<file path="src/rtl/mux_scan_ctrl.sv">
// mux_scan_ctrl: steps a 16:1 mux over enabled channels, settling DWELL cycles then sampling each.
// Ports: clk, rst_n (async active-low), start, abort, chan_en[15:0] mask, mux_out sampled bit;
//        sel[3:0] mux select, busy (SETTLE/SAMPLE), done (1-cycle pulse), result[15:0] per-channel bits.
// Parameter DWELL (1..15). Macro MUX_SCAN_CONT_EN enables continuous rescanning until abort.
module mux_scan_ctrl #(
  parameter int DWELL = 2
) (
  input  logic        clk,
  input  logic        rst_n,
  input  logic        start,
  input  logic        abort,
  input  logic [15:0] chan_en,
  input  logic        mux_out,
  output logic [3:0]  sel,
  output logic        busy,
  output logic        done,
  output logic [15:0] result
);
  typedef enum logic [1:0] {IDLE, SETTLE, SAMPLE, DONE} state_t;
  state_t state_q, state_d;
  logic [3:0] sel_q, sel_d, cnt_q, cnt_d;
  logic [15:0] mask_q, mask_d, shadow_q, shadow_d, result_q, result_d;
  logic busy_q, busy_d, done_q, done_d;
  logic [15:0] above, sampled;
  function automatic logic [3:0] lowest(input logic [15:0] m);
    lowest = '0;
    for (int i = 15; i >= 0; i--) if (m[i]) lowest = 4'(i);
  endfunction
  // enabled channels strictly above the current select; empty at index 15 so sel never wraps
  assign above = mask_q & (16'hFFFE << sel_q);
  assign sampled = shadow_q | (16'(mux_out) << sel_q);
  always_comb begin
    state_d = state_q;
    sel_d = sel_q;
    cnt_d = cnt_q;
    mask_d = mask_q;
    shadow_d = shadow_q;
    result_d = result_q;
    if (abort) state_d = IDLE;
    else case (state_q)
      IDLE: if (start) begin
        mask_d = chan_en;
        if (|chan_en) begin
          sel_d = lowest(chan_en);
          cnt_d = '0;
          shadow_d = '0;
          state_d = SETTLE;
        end else begin
          result_d = '0;
          state_d = DONE;
        end
      end
      SETTLE: if (cnt_q == 4'(DWELL - 1)) state_d = SAMPLE;
              else cnt_d = cnt_q + 4'd1;
      SAMPLE: begin
        shadow_d = sampled;
        if (|above) begin
          sel_d = lowest(above);
          cnt_d = '0;
          state_d = SETTLE;
        end else begin
          result_d = sampled & mask_q;
          state_d = DONE;
        end
      end
      DONE: begin
`ifdef MUX_SCAN_CONT_EN
        if (|mask_q) begin
          sel_d = lowest(mask_q);
          cnt_d = '0;
          shadow_d = '0;
          state_d = SETTLE;
        end else state_d = IDLE;
`else
        state_d = IDLE;
`endif
      end
    endcase
    busy_d = (state_d == SETTLE) || (state_d == SAMPLE);
    done_d = state_d == DONE;
  end
  always_ff @(posedge clk or negedge rst_n) begin
    if (!rst_n) begin
      state_q <= IDLE;
      sel_q <= '0;
      cnt_q <= '0;
      mask_q <= '0;
      shadow_q <= '0;
      result_q <= '0;
      busy_q <= 1'b0;
      done_q <= 1'b0;
    end else begin
      state_q <= state_d;
      sel_q <= sel_d;
      cnt_q <= cnt_d;
      mask_q <= mask_d;
      shadow_q <= shadow_d;
      result_q <= result_d;
      busy_q <= busy_d;
      done_q <= done_d;
    end
  end
  assign sel = sel_q;
  assign busy = busy_q;
  assign done = done_q;
  assign result = result_q;
endmodule

</file>
<file path="config.mk">
export PLATFORM = sky130hd
export DESIGN_NAME = mux_scan_ctrl
export DESIGN_NICKNAME = d
export VERILOG_FILES = /design/src/rtl/mux_scan_ctrl.sv
export SDC_FILE = /design/constraint.sdc
export NUM_CORES = 1
export LEC_CHECK = 0
export BUFFER_PORTS_ARGS = -buffer_cell sky130_fd_sc_hd__buf_4
export CAP_MARGIN = 0
export CORE_MARGIN = 10
export CORE_UTILIZATION = 62
export DETAILED_ROUTE_END_ITERATION = 10
export GPL_TIMING_DRIVEN = 0
export PLACE_DENSITY = 0.87
export SYNTH_ARGS = -nofsm -noshare
export SYNTH_HDL_FRONTEND = slang
export SYNTH_SLANG_ARGS = --single-unit
</file>
<file path="constraint.sdc">
create_clock -name clk -period 5.05 [get_ports clk]
set_input_delay 1.01 -clock clk [delete_from_list [all_inputs] [get_ports clk]]
set_output_delay 1.01 -clock clk [all_outputs]
set_load 0.01 [all_outputs]
</file>
==> flow_summary.toml, run 1 <==
[floorplan]
io_pins = 43
fp-row-count = 26
coreArea_um2 = 5200
die_w_um = 93.8
start_util = 0.650
die-area_um2 = 8810
dieHeight_um = 93.8

[synthesis]
synthXorXnorAreaFrac = 0
synth_top_family_by_area = "multiplexers"
yosysTopAreaCell = "dfrtp_1"
synth_warnings = 0
synth_edf_count = 0
synth-async-reset-ratio = 1.00
synth-adder-area-share = 0.0111
synth-simple-area-share = 0.162
yosys-top-cells-area = "dfrtp_1, mux2_1, mux2i_1"
ys_types = 56
ys_ff_latch = 60
synth.net_count = 367
synthCells = 343
synth_area_um2 = 3380
yosysSeqAreaShare = 0.444
netlist_top_cells_count = "dfrtp_1, nor2_1, nand2_1, a21oi_1, inv_1"
synth_compound_area_frac = 0.155
yosys-mux-area-fraction = 0.170
synth_area_per_cell_um2 = 9.86
synth_ff_type = "dfrtp_1"
yosysMostFrequentCell = "dfrtp_1"
netlist.area_leader.share = 0.444

[global_routing]
grt_usage = 0.210
grt_pass1_vias = 2954
grt.overflow.total = 0
antenna_found_initial = 0
grt_max_degree = 61
grt_pass1_wl_mm = 14.5

[timing]
tightest_slew_ns = 0.747
max-slew-margin-rel = 0.502
fin_crit_sh = 0.572
fin_tns_setup_ns = 0
worst_slack_ns = 2.16
slew_violations = 0
fmax_mhz = 346
min_period_ns = 2.89
clock_skew_ns = 0.0111
hold_violations = 0
rsz0062_at_grt = "false"
setup_violations = 0

[cells_and_area]
fillers = 363
seq_area_um2 = 1500
diodes = 0
multi_input_area_um2 = 1680
layout-drive-gt1-share = 0.217
area_growth_syn_to_layout_pct = 19.3
layout.nets = 420

[power_and_ir_drop]
totalPowerFinal_uw = 1440
power.leakage_uw = 0.00180
peakVddDrop_v = 0.000242
p_per_area_nw_per_um2 = 357

[place]
place_congestion = 0.954
io_buffer_count = 42
hpwl_mm = 6.35
pre_cts_ws_ns = 1.87

[clocking]
cts_hold_buf = 0
postCtsSetupRepairBufs = 0
cts.sinks = 60
htreeDepth = 3
clk_pin_slew_ns = 0.07
cts_tree = "built"
cts_resized = 0
cts_made_buffers = 9
clk_latency_ns = 0.35
cts_max_path_buffers = 2
cts-root-buf = "clkbuf_8"

[drt]
drtIter0Drc = 211
drc = 0
first_pass_iters = 4
detail-route-antenna-nets = 0
wl_mm = 8.73
avgViaCountPerCell = 6.06
via_count = 2853
wl_per_cell_um = 18.5

[worst_setup_path]
startpoint_type = "input port"
critPathMaxFanout = 10
endpoint_kind = "register"
crit_arrival_ns = 3.12
critPathKind = "in2reg"
r2r_start = "sel[3]$_DFFE_PN0P_"
required_ns = 5.28
cp-startpoint = "chan_en[12]"

[run_status]
status = "finished, final reports clean"

[worst_hold_path]
worstHoldStart = "shadow_q[15]$_DFFE_PN0P_"
hold_path_class = "reg2reg"

[flow_run]
cap_violations = 0
worst max-delay path, stage by stage:
cell	delay, ns
buf_4	0.13
nor4_1	0.51
nand4_1	0.34
nand2_1	0.15
nand2_1	0.06
nand2_1	0.29
buf_4	0.27
mux2_2	0.35
final cells by class:
class | instances | area share
clock inverter | 4 | 0.0236
timing repair buffer | 42 | 0.0782
buffer | 15 | 0.0245
multi-input combinational | 242 | 0.417
sequential | 60 | 0.372
clock buffer | 12 | 0.0385
tap | 70 | 0.0217
inverter | 26 | 0.0242
registers in the layout, summed over array words and instances (netlist names):
signal / cells
state_q: 2
mask_q: 16
busy: 1
shadow_q: 16
cnt_q: 4
done: 1
sel: 4
result: 16
cell usage in the layout (no fill, tap or decap), types with 5 or more instances in the layout:
| cell type | count |
|---|---|
| inv_1 | 25 |
| a21oi_1 | 25 |
| nand2b_1 | 8 |
| a31oi_1 | 7 |
| nor2_1 | 34 |
| buf_4 | 44 |
| o21ai_0 | 6 |
| clkbuf_8 | 11 |
| mux2_1 | 23 |
| nor3b_1 | 6 |
| mux2i_1 | 19 |
| dfrtp_1 | 60 |
| nor2b_1 | 5 |
| nand3_1 | 7 |
| nand2_1 | 31 |
| o22ai_1 | 5 |
| clkbuf_1 | 8 |
| mux2_2 | 11 |
report_power, final:
group | switching [µW] | total (µW) | leakage (µW) | internal, µW
sequential | 65.3 | 591 | 0.000712 | 526
clock | 199 | 553 | 0.000127 | 354
combinational | 166 | 295 | 0.000960 | 129
total | 430 | 1440 | 0.00180 | 1010
path summary, 6_finish.rpt:
kind	slack (ns)	depth (start not counted)	end
worst max register to register	2.68	9	result[9]$_DFFE_PN0P_
max in group asynchronous	3.83	1	mask_q[1]$_DFFE_PN0P_
worst max-delay path	2.16	8	shadow_q[0]$_DFFE_PN0P_
worst min-delay path	0.50	1	shadow_q[15]$_DFFE_PN0P_
min in group asynchronous	0.72	1	result[7]$_DFFE_PN0P_
worst min register to register	0.50	1	shadow_q[15]$_DFFE_PN0P_
per-layer routing:
metal | part of all wire | wire length [µm] | GRT usage | up-vias
met3 | 0.066 | 575 | 0.0520 | 31
met2 | 0.49 | 4300 | 0.337 | 119
met1 | 0.41 | 3560 | 0.252 | 1373
li1 | - | - | - | 1330
met4 | 0.034 | 294 | 0.119 | 0
met5 | 0 | 0 | 0 | -
cells by family (layout without fill, tap and decap cells):
kind of cell | count (synthesis) | after routing
AO/OA/AOI/OAI | 76 | 76
adder cells (fa/ha/maj) | 3 | 3
buffers and inverters | 41 | 99
flip-flops | 60 | 60
multiplexers | 53 | 53
AND/OR/NAND/NOR | 110 | 110
per-stage QoR:
| stage | cell area, µm² | cells | utilization | hold slack [ns] |
|---|---|---|---|---|
| after floorplan | 3380 | 343 | - | 0.465 |
| after global placement | 3780 | 455 | 0.727 | 0.475 |
| after detailed placement | 3780 | 455 | 0.727 | 0.482 |
| after CTS | 4030 | 471 | 0.775 | 0.498 |
| after global routing | 4030 | 471 | 0.775 | 0.507 |
| final | 4030 | 471 | 0.775 | 0.495 |
Note: power is estimated with default switching activity, not from simulation.
==> run 2, diff against run 1 <==
--- a/config.mk
+++ b/config.mk
@@ -8,10 +8,10 @@
 export BUFFER_PORTS_ARGS = -buffer_cell sky130_fd_sc_hd__buf_4
 export CAP_MARGIN = 0
 export CORE_MARGIN = 10
-export CORE_UTILIZATION = 62
+export CORE_UTILIZATION = 52
 export DETAILED_ROUTE_END_ITERATION = 10
 export GPL_TIMING_DRIVEN = 0
-export PLACE_DENSITY = 0.87
+export PLACE_DENSITY = 0.78
 export SYNTH_ARGS = -nofsm -noshare
 export SYNTH_HDL_FRONTEND = slang
 export SYNTH_SLANG_ARGS = --single-unit
==> constraint.sdc (replaced) <==
create_clock -name clk -period 2.6 [get_ports clk]
set_input_delay 0.52 -clock clk [delete_from_list [all_inputs] [get_ports clk]]
set_output_delay 0.52 -clock clk [all_outputs]
set_load 0.01 [all_outputs]
==> run 2 against run 1 <==
- worst setup slack worse by 2.0 ns
- clock skew down 0.0046 ns
- worst hold slack worse by 0.27 ns
- flip-flop and latch count unchanged
- first-iteration DRC count down 14%
- clock power up 45%
- critical path type unchanged
==> flow_summary.toml, run 2 (same netlist as run 1, synthesis figures left out) <==
[timing]
min_period_ns = 2.49
fmax_mhz = 402
fin_crit_sh = 0.956
max-slew-margin-rel = 0.491
setup_violations = 0
slew_violations = 0
hold_ws_ns = 0.226
tightest_slew_ns = 0.764
worst_slack_ns = 0.114
hold_violations = 0
rsz0062_at_grt = "false"
clock_skew_ns = 0.00644

[clocking]
cts_resized = 0
htreeDepth = 3
cts.sinks = 60
clk_pin_slew_ns = 0.07
cts_tree = "built"
cts_max_path_buffers = 2
cts_made_buffers = 9
clk_latency_ns = 0.34
cts-root-buf = "clkbuf_8"
cts_hold_buf = 0
postCtsSetupRepairBufs = 0

[power_and_ir_drop]
power.leakage_uw = 0.00176
pwr-share-comb = 0.227
power_frac_clock = 0.318
p_per_area_nw_per_um2 = 631
pwr-share-seq = 0.455
totalPowerFinal_uw = 2520
intPower_uw = 1700
power_switching_uw = 821
peakVddDrop_v = 0.000415
p_sw_frac = 0.326

[floorplan]
fp-row-count = 29
io_pins = 43
dieHeight_um = 101
die_w_um = 101
die-area_um2 = 10100
start_util = 0.532
coreArea_um2 = 6350

[worst_setup_path]
critPathKind = "in2reg"
required_ns = 2.82
crit_arrival_ns = 2.71
r2r_start = "sel[3]$_DFFE_PN0P_"
rr_worst_depth = 9
r2r_setup_slack_ns = 0.21
endpoint_kind = "register"
critPathMaxFanout = 10
r2r_end = "result[9]$_DFFE_PN0P_"
startpoint_type = "input port"

[flow_run]
cap_violations = 0

[place]
pre_cts_ws_ns = -0.191
place_congestion = 0.907
postPlaceCellArea_um2 = 3790
io_buffer_count = 42
hpwl_mm = 6.35

[global_routing]
antenna_found_initial = 0
grt.overflow.total = 0
grt_pass1_vias = 2835
grt_pass1_wl_mm = 14.1
grt_usage = 0.173
grt_max_degree = 61

[drt]
drc = 0
avgViaCountPerCell = 5.95
wl_mm = 8.52
wl_per_cell_um = 17.8
drtIter0Drc = 181
detail-route-antenna-nets = 0
via_count = 2846
first_pass_iters = 5

[worst_hold_path]
hold_path_class = "in2async"

[cells_and_area]
layout.nets = 420
layout-drive-gt1-share = 0.219
final_util = 0.628
area_growth_syn_to_layout_pct = 17.9
final_cell_mix = "dfrtp_1, buf_4, nor2_1"
fin_area_um2 = 3990
diodes = 0
fillers = 516
final_common_cell = "dfrtp_1"

[run_status]
status = "finished, final reports clean"
run 2: per-layer routing:
metal | track usage | wire length [µm] | up-vias
met1 | 0.223 | 3800 | 1382
li1 | - | - | 1329
met4 | 0.0554 | 183 | 0
met2 | 0.277 | 4020 | 114
met3 | 0.0446 | 515 | 21
met5 | 0 | 0 | -
run 2: critical path: stages:
cell and delay [ns]:
buf_4 0.13, nor4_1 0.52, nand4_1 0.35, nand2_1 0.16, nand2_1 0.06, nand2_1 0.32
buf_4 0.28, mux2_2 0.35
run 2: how the worst max path moves through the flow:
stage / startpoint / endpoint / slack (ns) / cells past startpoint
2_1_floorplan: chan_en[8] / shadow_q[0]$_DFFE_PN0P_ / 0.45 / 7
3_3_place_gp: chan_en[12] / shadow_q[1]$_DFFE_PN0P_ / -0.18 / 8
3_5_place_dp: chan_en[12] / shadow_q[2]$_DFFE_PN0P_ / -0.19 / 8
4_1_cts: chan_en[12] / shadow_q[2]$_DFFE_PN0P_ / 0.15 / 8
5_1_grt: chan_en[8] / shadow_q[3]$_DFFE_PN0P_ / 0.03 / 8
6_report: chan_en[8] / shadow_q[2]$_DFFE_PN0P_ / 0.11 / 8
run 2: final cells by class:
class | instances | area (µm²) | area share
Sequential cell | 60 | 1500 | 0.377
Timing Repair Buffer | 42 | 315 | 0.0791
Multi-Input combinational cell | 242 | 1690 | 0.424
Tap cell | 77 | 96.3 | 0.0242
Clock inverter | 3 | 20.0 | 0.00502
Inverter | 26 | 97.6 | 0.0245
Buffer | 15 | 98.8 | 0.0248
Clock buffer | 13 | 169 | 0.0424
run 2: stage by stage:
| stage | TNS [ns] | instances |
|---|---|---|
| 2_1_floorplan | 0 | 343 |
| 3_3_place_gp | -1.75 | 462 |
| 3_5_place_dp | -1.76 | 462 |
| 4_1_cts | 0 | 478 |
| 5_1_grt | 0 | 478 |
| 6_report | 0 | 478 |
run 2: power groups by stage:
stage | Sequential [µW] | Combinational, µW | Clock, µW
final | 1150 | 571 | 801
after global routing | 1160 | 627 | 857
after CTS | 1140 | 563 | 805
after detailed placement | 1160 | 560 | 0
after global placement | 1160 | 551 | 0
after floorplan | 1120 | 389 | 0
